## src/rtl/store_align_if.sv

```systemverilog
// Store-align bus: MEM-stage store handshake plus the data-memory write port.
// The master modport is the alignment unit's view; slave is the pipeline/memory side.
interface store_align_if #(
   parameter int AW = 32,
   parameter int DW = 32
);
   logic          st_valid_M;
   logic          st_ready_M;
   logic [2:0]    store_sel_M;
   logic [AW-1:0] addr_M;
   logic [DW-1:0] wdata_M;
   logic          mem_req;
   logic          mem_gnt;
   logic [AW-1:0] mem_addr;
   logic [DW-1:0] mem_wdata;
   logic [3:0]    mem_be;
   logic          misalign_err;
   logic          busy;

   modport master (
      input  st_valid_M, store_sel_M, addr_M, wdata_M, mem_gnt,
      output st_ready_M, mem_req, mem_addr, mem_wdata, mem_be, misalign_err, busy
   );

   modport slave (
      output st_valid_M, store_sel_M, addr_M, wdata_M, mem_gnt,
      input  st_ready_M, mem_req, mem_addr, mem_wdata, mem_be, misalign_err, busy
   );
endinterface

```

## src/rtl/store_align_unit.sv

```systemverilog
// store_align_unit: turns an SB/SH/SW from the MEM stage into aligned word
// writes (lane-shifted data + byte enables) on the data-memory port.
// Optional feature macro STORE_SPLIT_EN: when defined, word-crossing stores are
// split into two beats; when undefined they are rejected with a one-cycle
// misalign_err pulse and never reach memory.
module store_align_unit #(
   parameter int AW = 32,
   parameter int DW = 32
) (
   input  logic          clk,
   input  logic          rst_n,
   store_align_if.master bus
);

   typedef enum logic [1:0] {IDLE, BEAT0, BEAT1} state_e;

   state_e        state_q, state_d;
   logic          mem_req_q, mem_req_d;
   logic [AW-1:0] mem_addr_q, mem_addr_d;
   logic [DW-1:0] mem_wdata_q, mem_wdata_d;
   logic [3:0]    mem_be_q, mem_be_d;
   logic          err_q, err_d;
   logic          cross_q, cross_d;
`ifdef STORE_SPLIT_EN
   // second-beat fields are precomputed at accept time so beat 1 is a plain load
   logic [AW-1:0] b1_addr_q, b1_addr_d;
   logic [DW-1:0] b1_wdata_q, b1_wdata_d;
   logic [3:0]    b1_be_q, b1_be_d;
   logic [AW-1:0] in_b1_addr;
   logic [DW-1:0] in_b1_wdata;
`endif

   logic [3:0]    m;
   logic [1:0]    off;
   logic [7:0]    sh_be;
   logic          in_cross;
   logic [AW-1:0] in_b0_addr;
   logic [DW-1:0] in_b0_wdata;
   logic          last_gnt;
   logic          ready;
   logic          unused_sel2;

   assign unused_sel2 = bus.store_sel_M[2];

   // Decode the incoming store into mask, lane shift and both beats' fields.
   always_comb begin
      unique case (bus.store_sel_M[1:0])
         2'b00:   m = 4'b0001;
         2'b01:   m = 4'b0011;
         default: m = 4'b1111;
      endcase
      off         = bus.addr_M[1:0];
      sh_be       = {4'b0000, m} << off;
      in_cross    = |sh_be[7:4];
      in_b0_addr  = {bus.addr_M[AW-1:2], 2'b00};
      in_b0_wdata = bus.wdata_M << {off, 3'b000};
`ifdef STORE_SPLIT_EN
      in_b1_addr  = in_b0_addr + AW'(4);
      in_b1_wdata = bus.wdata_M >> (6'd32 - {1'b0, off, 3'b000});
`endif
   end

   // Last beat granted this cycle: the store completes and a new one may be taken.
   always_comb begin
      last_gnt = 1'b0;
      unique case (state_q)
         BEAT0:   last_gnt = bus.mem_gnt && !cross_q;
         BEAT1:   last_gnt = bus.mem_gnt;
         default: last_gnt = 1'b0;
      endcase
      ready = (state_q == IDLE) || last_gnt;
   end

   // Next-state and registered-output computation.
   always_comb begin
      state_d     = state_q;
      mem_req_d   = mem_req_q;
      mem_addr_d  = mem_addr_q;
      mem_wdata_d = mem_wdata_q;
      mem_be_d    = mem_be_q;
      cross_d     = cross_q;
      err_d       = 1'b0;
`ifdef STORE_SPLIT_EN
      b1_addr_d   = b1_addr_q;
      b1_wdata_d  = b1_wdata_q;
      b1_be_d     = b1_be_q;
`endif
      unique case (state_q)
         BEAT0: begin
`ifdef STORE_SPLIT_EN
            if (bus.mem_gnt) begin
               if (cross_q) begin
                  state_d     = BEAT1;
                  mem_addr_d  = b1_addr_q;
                  mem_wdata_d = b1_wdata_q;
                  mem_be_d    = b1_be_q;
               end else begin
                  state_d   = IDLE;
                  mem_req_d = 1'b0;
               end
            end
`else
            // crossing store: the error pulse cycle, nothing was issued
            if (cross_q) begin
               state_d = IDLE;
            end else if (bus.mem_gnt) begin
               state_d   = IDLE;
               mem_req_d = 1'b0;
            end
`endif
         end
`ifdef STORE_SPLIT_EN
         BEAT1: begin
            if (bus.mem_gnt) begin
               state_d   = IDLE;
               mem_req_d = 1'b0;
            end
         end
`endif
         default: ;
      endcase
      // accept overrides completion so back-to-back stores have no bubble
      if (bus.st_valid_M && ready) begin
         state_d     = BEAT0;
         mem_addr_d  = in_b0_addr;
         mem_wdata_d = in_b0_wdata;
         mem_be_d    = sh_be[3:0];
         cross_d     = in_cross;
`ifdef STORE_SPLIT_EN
         mem_req_d   = 1'b1;
         b1_addr_d   = in_b1_addr;
         b1_wdata_d  = in_b1_wdata;
         b1_be_d     = sh_be[7:4];
`else
         mem_req_d   = !in_cross;
         err_d       = in_cross;
`endif
      end
   end

   // State and output registers; reset drops any in-flight store.
   always_ff @(posedge clk or negedge rst_n) begin
      if (!rst_n) begin
         state_q     <= IDLE;
         mem_req_q   <= 1'b0;
         mem_addr_q  <= '0;
         mem_wdata_q <= '0;
         mem_be_q    <= '0;
         err_q       <= 1'b0;
         cross_q     <= 1'b0;
`ifdef STORE_SPLIT_EN
         b1_addr_q   <= '0;
         b1_wdata_q  <= '0;
         b1_be_q     <= '0;
`endif
      end else begin
         state_q     <= state_d;
         mem_req_q   <= mem_req_d;
         mem_addr_q  <= mem_addr_d;
         mem_wdata_q <= mem_wdata_d;
         mem_be_q    <= mem_be_d;
         err_q       <= err_d;
         cross_q     <= cross_d;
`ifdef STORE_SPLIT_EN
         b1_addr_q   <= b1_addr_d;
         b1_wdata_q  <= b1_wdata_d;
         b1_be_q     <= b1_be_d;
`endif
      end
   end

   assign bus.st_ready_M   = ready;
   assign bus.mem_req      = mem_req_q;
   assign bus.mem_addr     = mem_addr_q;
   assign bus.mem_wdata    = mem_wdata_q;
   assign bus.mem_be       = mem_be_q;
   assign bus.misalign_err = err_q;
   assign bus.busy         = (state_q != IDLE);

endmodule

```

## src/flat_wrapper.sv

```systemverilog
// flat-port wrapper written by rule: the top's interface ports become plain ports
module store_align_unit_flat 
#(
   parameter int AW = 32,
   parameter int DW = 32
)
  (clk, rst_n, bus_st_valid_M, bus_store_sel_M, bus_addr_M, bus_wdata_M, bus_mem_gnt, bus_st_ready_M, bus_mem_req, bus_mem_addr, bus_mem_wdata, bus_mem_be, bus_misalign_err, bus_busy);
  store_align_if #(.AW(AW), .DW(DW)) bus_i ();
  input  logic clk;
  input  logic rst_n;
  input wire logic [$bits(bus_i.st_valid_M)-1:0] bus_st_valid_M;
  input wire logic [$bits(bus_i.store_sel_M)-1:0] bus_store_sel_M;
  input wire logic [$bits(bus_i.addr_M)-1:0] bus_addr_M;
  input wire logic [$bits(bus_i.wdata_M)-1:0] bus_wdata_M;
  input wire logic [$bits(bus_i.mem_gnt)-1:0] bus_mem_gnt;
  output wire logic [$bits(bus_i.st_ready_M)-1:0] bus_st_ready_M;
  output wire logic [$bits(bus_i.mem_req)-1:0] bus_mem_req;
  output wire logic [$bits(bus_i.mem_addr)-1:0] bus_mem_addr;
  output wire logic [$bits(bus_i.mem_wdata)-1:0] bus_mem_wdata;
  output wire logic [$bits(bus_i.mem_be)-1:0] bus_mem_be;
  output wire logic [$bits(bus_i.misalign_err)-1:0] bus_misalign_err;
  output wire logic [$bits(bus_i.busy)-1:0] bus_busy;
  assign bus_i.st_valid_M = bus_st_valid_M;
  assign bus_i.store_sel_M = bus_store_sel_M;
  assign bus_i.addr_M = bus_addr_M;
  assign bus_i.wdata_M = bus_wdata_M;
  assign bus_i.mem_gnt = bus_mem_gnt;
  assign bus_st_ready_M = bus_i.st_ready_M;
  assign bus_mem_req = bus_i.mem_req;
  assign bus_mem_addr = bus_i.mem_addr;
  assign bus_mem_wdata = bus_i.mem_wdata;
  assign bus_mem_be = bus_i.mem_be;
  assign bus_misalign_err = bus_i.misalign_err;
  assign bus_busy = bus_i.busy;
  store_align_unit #(.AW(AW), .DW(DW)) u_core (.clk(clk), .rst_n(rst_n), .bus(bus_i));
endmodule
```

## config.mk

```make
export PLATFORM = sky130hd
export DESIGN_NAME = store_align_unit_flat
export DESIGN_NICKNAME = d
export VERILOG_FILES = /design/src/rtl/store_align_if.sv /design/src/rtl/store_align_unit.sv /design/src/flat_wrapper.sv
export SDC_FILE = /design/constraint.sdc
export NUM_CORES = 1
export LEC_CHECK = 0
export ABC_AREA = 1
export ABC_CLOCK_PERIOD_IN_PS = 1500
export CORE_ASPECT_RATIO = 1.75
export CORE_MARGIN = 2
export CORE_UTILIZATION = 43
export DETAILED_ROUTE_END_ITERATION = 8
export GPL_TIMING_DRIVEN = 0
export PLACE_DENSITY = 0.82
export SLEW_MARGIN = 10
export SYNTH_ARGS = -nofsm -noshare
export SYNTH_HDL_FRONTEND = slang
export SYNTH_SLANG_ARGS = --single-unit
```

## constraint.sdc

```tcl
create_clock -name clk -period 1.5 [get_ports clk]
set_input_delay 0.3 -clock clk [delete_from_list [all_inputs] [get_ports clk]]
set_output_delay 0.3 -clock clk [all_outputs]
set_load 0.005 [all_outputs]
```

Word-level counts from Yosys, hierarchy flattened
Index checks and enable logic that the tools add are counted.

word-level totals
  bits in registers = 71
  memories = 0
  ROM bits = 0
  RAM bits = 0
  latch bits = 0

cells by class
  bitwise operators = 0
  divide/modulo/power cells = 0
  multiply operators = 0
  shifts and indexed selects = 2
  muxes and demuxes = 11
  reductions and logical operators = 14
  $add $sub $neg = 0
  eq/ne operators = 4
  magnitude comparators = 0

operators by type and width
  kind                                                                    count
  32-bit by 5-bit << shifter with 32-bit output                           1
  2-bit two-way mux                                                       4
  4-bit case mux with 2 select lines                                      1
  4-bit by 2-bit << shifter with 8-bit output                             1
  2-bit nonzero test                                                      3
  1-bit two-way mux                                                       5
  2-bit by 1-bit equality test with 1-bit output (second input constant)  2
  2-bit zero test                                                         2
  4-bit OR reduction                                                      1
  3-bit AND reduction                                                     1
  3-bit nonzero test                                                      1
  2-bit equality test (second input constant)                             1
  1-bit logical AND                                                       2
  1-bit zero test                                                         2
  2-bit != test (second input constant)                                   1
  1-bit case mux with 2 select lines                                      1
  2-bit AND reduction                                                     1
  1-bit logical OR                                                        1

Depth between registers and ports, before layout
  depth in word-level cells = 7
  mapped depth = 9
  gate-level depth less buffers = 7

Worst setup path after synthesis
No wires, ideal clock.

  kind = register to register
  from = reg u_core.cross_q
  to = reg u_core.mem_be_q[2] (netlist: u_core.bus.mem_be[2])
  setup slack = 0.395 ns
  stages on the path, launching flop included = 10
  clock period less this slack = 1.105 ns
  arrival = 0.988 ns
  cells stage by stage = dfrtp_1 -> inv_2 -> nand2_1 -> nand2_2 -> nand2_4 -> inv_2 -> buf_6 -> buf_6 -> nand2_1 -> nand2_1

between the ends
  longest elaborated chain between the ends = 5

RTL lines
  item                                RTL line                 source
  start, declared                     store_align_unit.sv:23   logic cross_q, cross_d;
  start signal, assigned              store_align_unit.sv:163  cross_q <= cross_d;
  1-bit zero test                     store_align_unit.sv:67   BEAT0: last_gnt = bus.mem_gnt && !cross_q;
  1-bit logical AND                   store_align_unit.sv:67
  1-bit case mux with 2 select lines  store_align_unit.sv:66   unique case (state_q)
  1-bit logical OR                    store_align_unit.sv:71   ready = (state_q == IDLE) || last_gnt;
  via bus_st_ready_M                  flat_wrapper.sv:16       output wire logic [$bits(bus_i.st_ready_M)-1:0] bus_st_ready_M;
  1-bit logical AND                   store_align_unit.sv:123  if (bus.st_valid_M && ready) begin
  end signal, assigned                store_align_unit.sv:161  mem_be_q <= mem_be_d;
  end, declared                       store_align_unit.sv:21   logic [3:0] mem_be_q, mem_be_d;

The timed path passes the listed nets, and every way through them passes these cells.
A chain may end at the register's enable or synchronous reset.

Worst setup path in the final report
  from = reg u_core.mem_wdata_q[27] (netlist: u_core.bus.mem_wdata[27])
  to = out bus_mem_wdata[27]

RTL lines
  item                    RTL line                 source
  start, declared         store_align_unit.sv:20   logic [DW-1:0] mem_wdata_q, mem_wdata_d;
  start signal, assigned  store_align_unit.sv:160  mem_wdata_q <= mem_wdata_d;
  end, declared           flat_wrapper.sv:19       output wire logic [$bits(bus_i.mem_wdata)-1:0] bus_mem_wdata;

No word-level cell between the ends.

==> reports/results.md <==
- finished clean — result of the run
- 0.901 — Placer Congestion
- 16 — number of different library cells in the post-synthesis netlist
- 70.5% — core occupancy in the finished layout
- clkdlybuf4s50_1 — series of cell instances along the critical path
- 0.00757 mm2 — floorplan core area
- register to primary output — CP Class
- 4 — Hold Path Stages
- 3523 — number of global-route vias before repair
- 1 — combined buffer and inverter count along the critical path
- 1.20 ns — Worst EP required
- 0 — number of antenna violations at the first check in global routing
- 52.3% — portion of the post-synthesis area used by sequential elements
- 10200 um — routed wire length
- 0 — number of inserted diodes
- 98.6% — final worst-path cycle share
- 4.94 mW — internal power component
- 7580 um — detailed-placement wirelength estimate
- input pin to register — min-delay worst type
- buffers and inverters — cell type group with the largest total delay on the critical path
- 452 — gate count after technology mapping
- done — CTS tree
- 26.9% — Comb power frac
- 0 — number of warnings printed during yosys synthesis
- 44.2% — initial core utilization
- 1.48 ns — shortest clock period the worst path allows after layout
- 70 — number of synthesized register bits
- 2 — maximum number of buffers from clock root to sink
- 206 — iteration-0 DRC count of the detailed router
- 3.19 nW — leakage power total
- clkbuf_16 — clock tree root driver cell
- 1 — path length in cells of the critical path
- 1.18 ns — arrival time at the worst endpoint
- 1270 mW/mm2 — total power divided by cell area
- 0 — drc violations
- dfrtp_1 (52%), nand2_1 (28%), nand3_1 (6.3%), inv_1 (3.9%), buf_2 (2.2%) — Area contributors post-synth
- 143 — I/O pin count
- register — kind of start point of the critical path
- 62 — largest net degree at the start of global routing
- primary output — element type at the critical path end
- 0 — total count of max-transition violations in the final report
- 2 — biggest fanout along the worst timing path
- 3464 — vias post-DR
- 683 — nets@finish
- dfrtp_1 — top cell type by total area after synthesis
- 0 — residual antenna-violating net count after detailed routing
- 9 — TritonCTS Buffers
- 0.06 ns — clk slew on worst S/H paths
- 70.7 um — floorplan die width
- 0 — Remaining Overflow, GRT
- 0.810 mV — Max rail drop VDD
- 6 — reg2reg path depth
- 7.40 um2 — synthesized area divided by synthesized cell count
- 0 — Max Cap Violations
- 0.00968 ns — final clock skew
- 676 MHz — achievable frequency
- 42 — Site Rows
- 59.3% — area grow syn2layout
- 26.8% — proportion of total power due to net switching
- 24.8% — all-layer global routing usage
- 0.33 ns — later-pin clock latency in the skew report
- met2 — gr busiest metal
- 1.81 mW — switching power
- 0.00335 mm2 — Netlist Area Pre-Place
- 0.00533 mm2 — Non-Filler Cell Area, Final
- 52.3% — Synth top area share
- 3 — H-tree depth
- 36.6% — power share of the sequential group
- 3.42% — M3 GR Usage
- 121 um — DIE HEIGHT
- 28.6% — met1 demand-to-capacity share in global routing
- 70 — Clock Sink Count
- 0.00486 mm2 — area after detailed placement
- 4.91 — ratio of routed vias to standard cells
- 0 — final setup violation count
- 9.56% — share of post-route cells with drive strength above 1
- 0.00853 mm2 — Die Outline Area
- 0.51 ns — largest stage delay on the critical path
- 5 — detailed-routing iteration count for the pre-antenna-repair pass
- 16700 um — global-route wire length before repair
- 36.5% — fraction of power consumed by the clock network
- clkdlybuf4s50_1 — cell with the largest stage delay on the worst path
- 14.4 um — drt wl/cell
- 137 — count of input and output buffers
- 43.8% — global routing met2 resource utilization
- 0 — final number of hold-violating endpoints
==> cell type report <==
| class | count | area, um2 |
|---|---|---|
| fillers | 635 | 2240 |
| flip-flops and latches | 70 | 1750 |
| well taps | 88 | 110 |
| repair buffers | 148 | 1520 |
| clock buffers | 11 | 243 |
| plain buffers | 26 | 169 |
| multi-input cells | 318 | 1280 |
| inverters | 39 | 146 |
| clock inverters | 5 | 106 |
==> final timing paths <==
check | from | end | slack, ns
min | bus_mem_gnt | u_core.state_q[0]$_DFFE_PN0P_ | 0.30
min reg2reg | u_core.bus.mem_addr[15]$_DFFE_PN0P_ | u_core.bus.mem_addr[15]$_DFFE_PN0P_ | 0.47
max | u_core.bus.mem_wdata[27]$_DFFE_PN0P_ | bus_mem_wdata[27] | 0.02
min in group asynchronous | rst_n | u_core.bus.mem_wdata[4]$_DFFE_PN0P_ | 0.36
max reg2reg | u_core.cross_q$_DFFE_PN0P_ | u_core.bus.mem_wdata[4]$_DFFE_PN0P_ | 0.22
max in group asynchronous | rst_n | u_core.bus.mem_addr[18]$_DFFE_PN0P_ | 0.59
==> worst register-to-register path, delay by kind of cell (launching register included) <==
family          cells  cell delay [ns]
buf+inv             2             0.38
flops               1             0.38
simple gates        3             0.26
compound gates      1             0.15
==> power groups by stage <==
stage / registers, mW / logic, mW / clock network, mW
after detailed placement: 2.51 / 1.89 / 0
after floorplan: 2.54 / 0.642 / 0
final: 2.47 / 1.82 / 2.46
after global placement: 2.50 / 1.84 / 0
after CTS: 2.48 / 1.84 / 2.49
after global routing: 2.52 / 2.01 / 2.58
==> logic make-up after synthesis <==
group                  share of synthesized area, %
DFF                                            52.3
buffers and inverters                          9.42
and+or+nand+nor                                35.1
AOI/OAI and AO/OA                              2.99
other                                         0.112
==> layer usage <==
| metal | share of wire, % | vias up |
|---|---|---|
| li1 | - | 1695 |
| met1 | 38 | 1609 |
| met2 | 53 | 134 |
| met3 | 4.6 | 26 |
| met4 | 4.1 | 0 |
| met5 | 0 | - |
==> synthesized netlist by cell type <==
master    number
nand2_1      247
dfrtp_1       70
nand3_1       42
inv_1         35
buf_2         15
o21ai_0       15
buf_4          6
o21ai_1        5
buf_6          4
inv_2          4
nor2_1         4
clkbuf_1       1
conb_1         1
nand2_2        1
nand2_4        1
nor2_2         1
==> timing repair <==
item	in CTS	in global routing
buffers inserted	2	7
endpoints found under the hold margin	9	0
gates resized for setup	23	34
hold buffers	1	0
endpoints found under the setup margin	24	36
cloned	0	0
==> metrics by stage <==
stage                     power (mW)  TNS, ns  std cells  setup slack (ns)  hold WS, ns
after CTS                       6.81        0        698         0.0000453        0.340
after global routing            7.11  -0.0132        705           -0.0113        0.330
after global placement          4.34  -153.64        678             -2.13        0.461
after floorplan                 3.18        0        453             0.395      0.00441
final                           6.75        0        705            0.0203        0.301
after detailed placement        4.41    -6.00        679            -0.252        0.150
==> placed cells by master, fill, tap and decap left out, types with 3 or more instances in the layout <==
cell | synthesis | routed
o21ai_1 | 5 | 5
dlymetal6s2s_1 | 0 | 32
inv_2 | 4 | 4
inv_1 | 35 | 35
buf_6 | 4 | 4
dfrtp_1 | 70 | 70
nand2_1 | 247 | 247
clkbuf_16 | 0 | 9
buf_2 | 15 | 15
o21ai_0 | 15 | 15
dlygate4sd2_1 | 0 | 22
nor2_1 | 4 | 4
bufinv_16 | 0 | 3
clkdlybuf4s50_1 | 0 | 81
buf_4 | 6 | 16
nand3_1 | 42 | 42
==> flip-flops by register name (all words and copies together), names as in the netlist <==
name	cells
u_core.bus.mem_be	4
u_core.bus.mem_wdata	32
u_core.cross_q	1
u_core.bus.mem_req	1
u_core.state_q	1
u_core.bus.mem_addr	30
u_core.bus.misalign_err	1
Power figures use the tool's default switching activity.
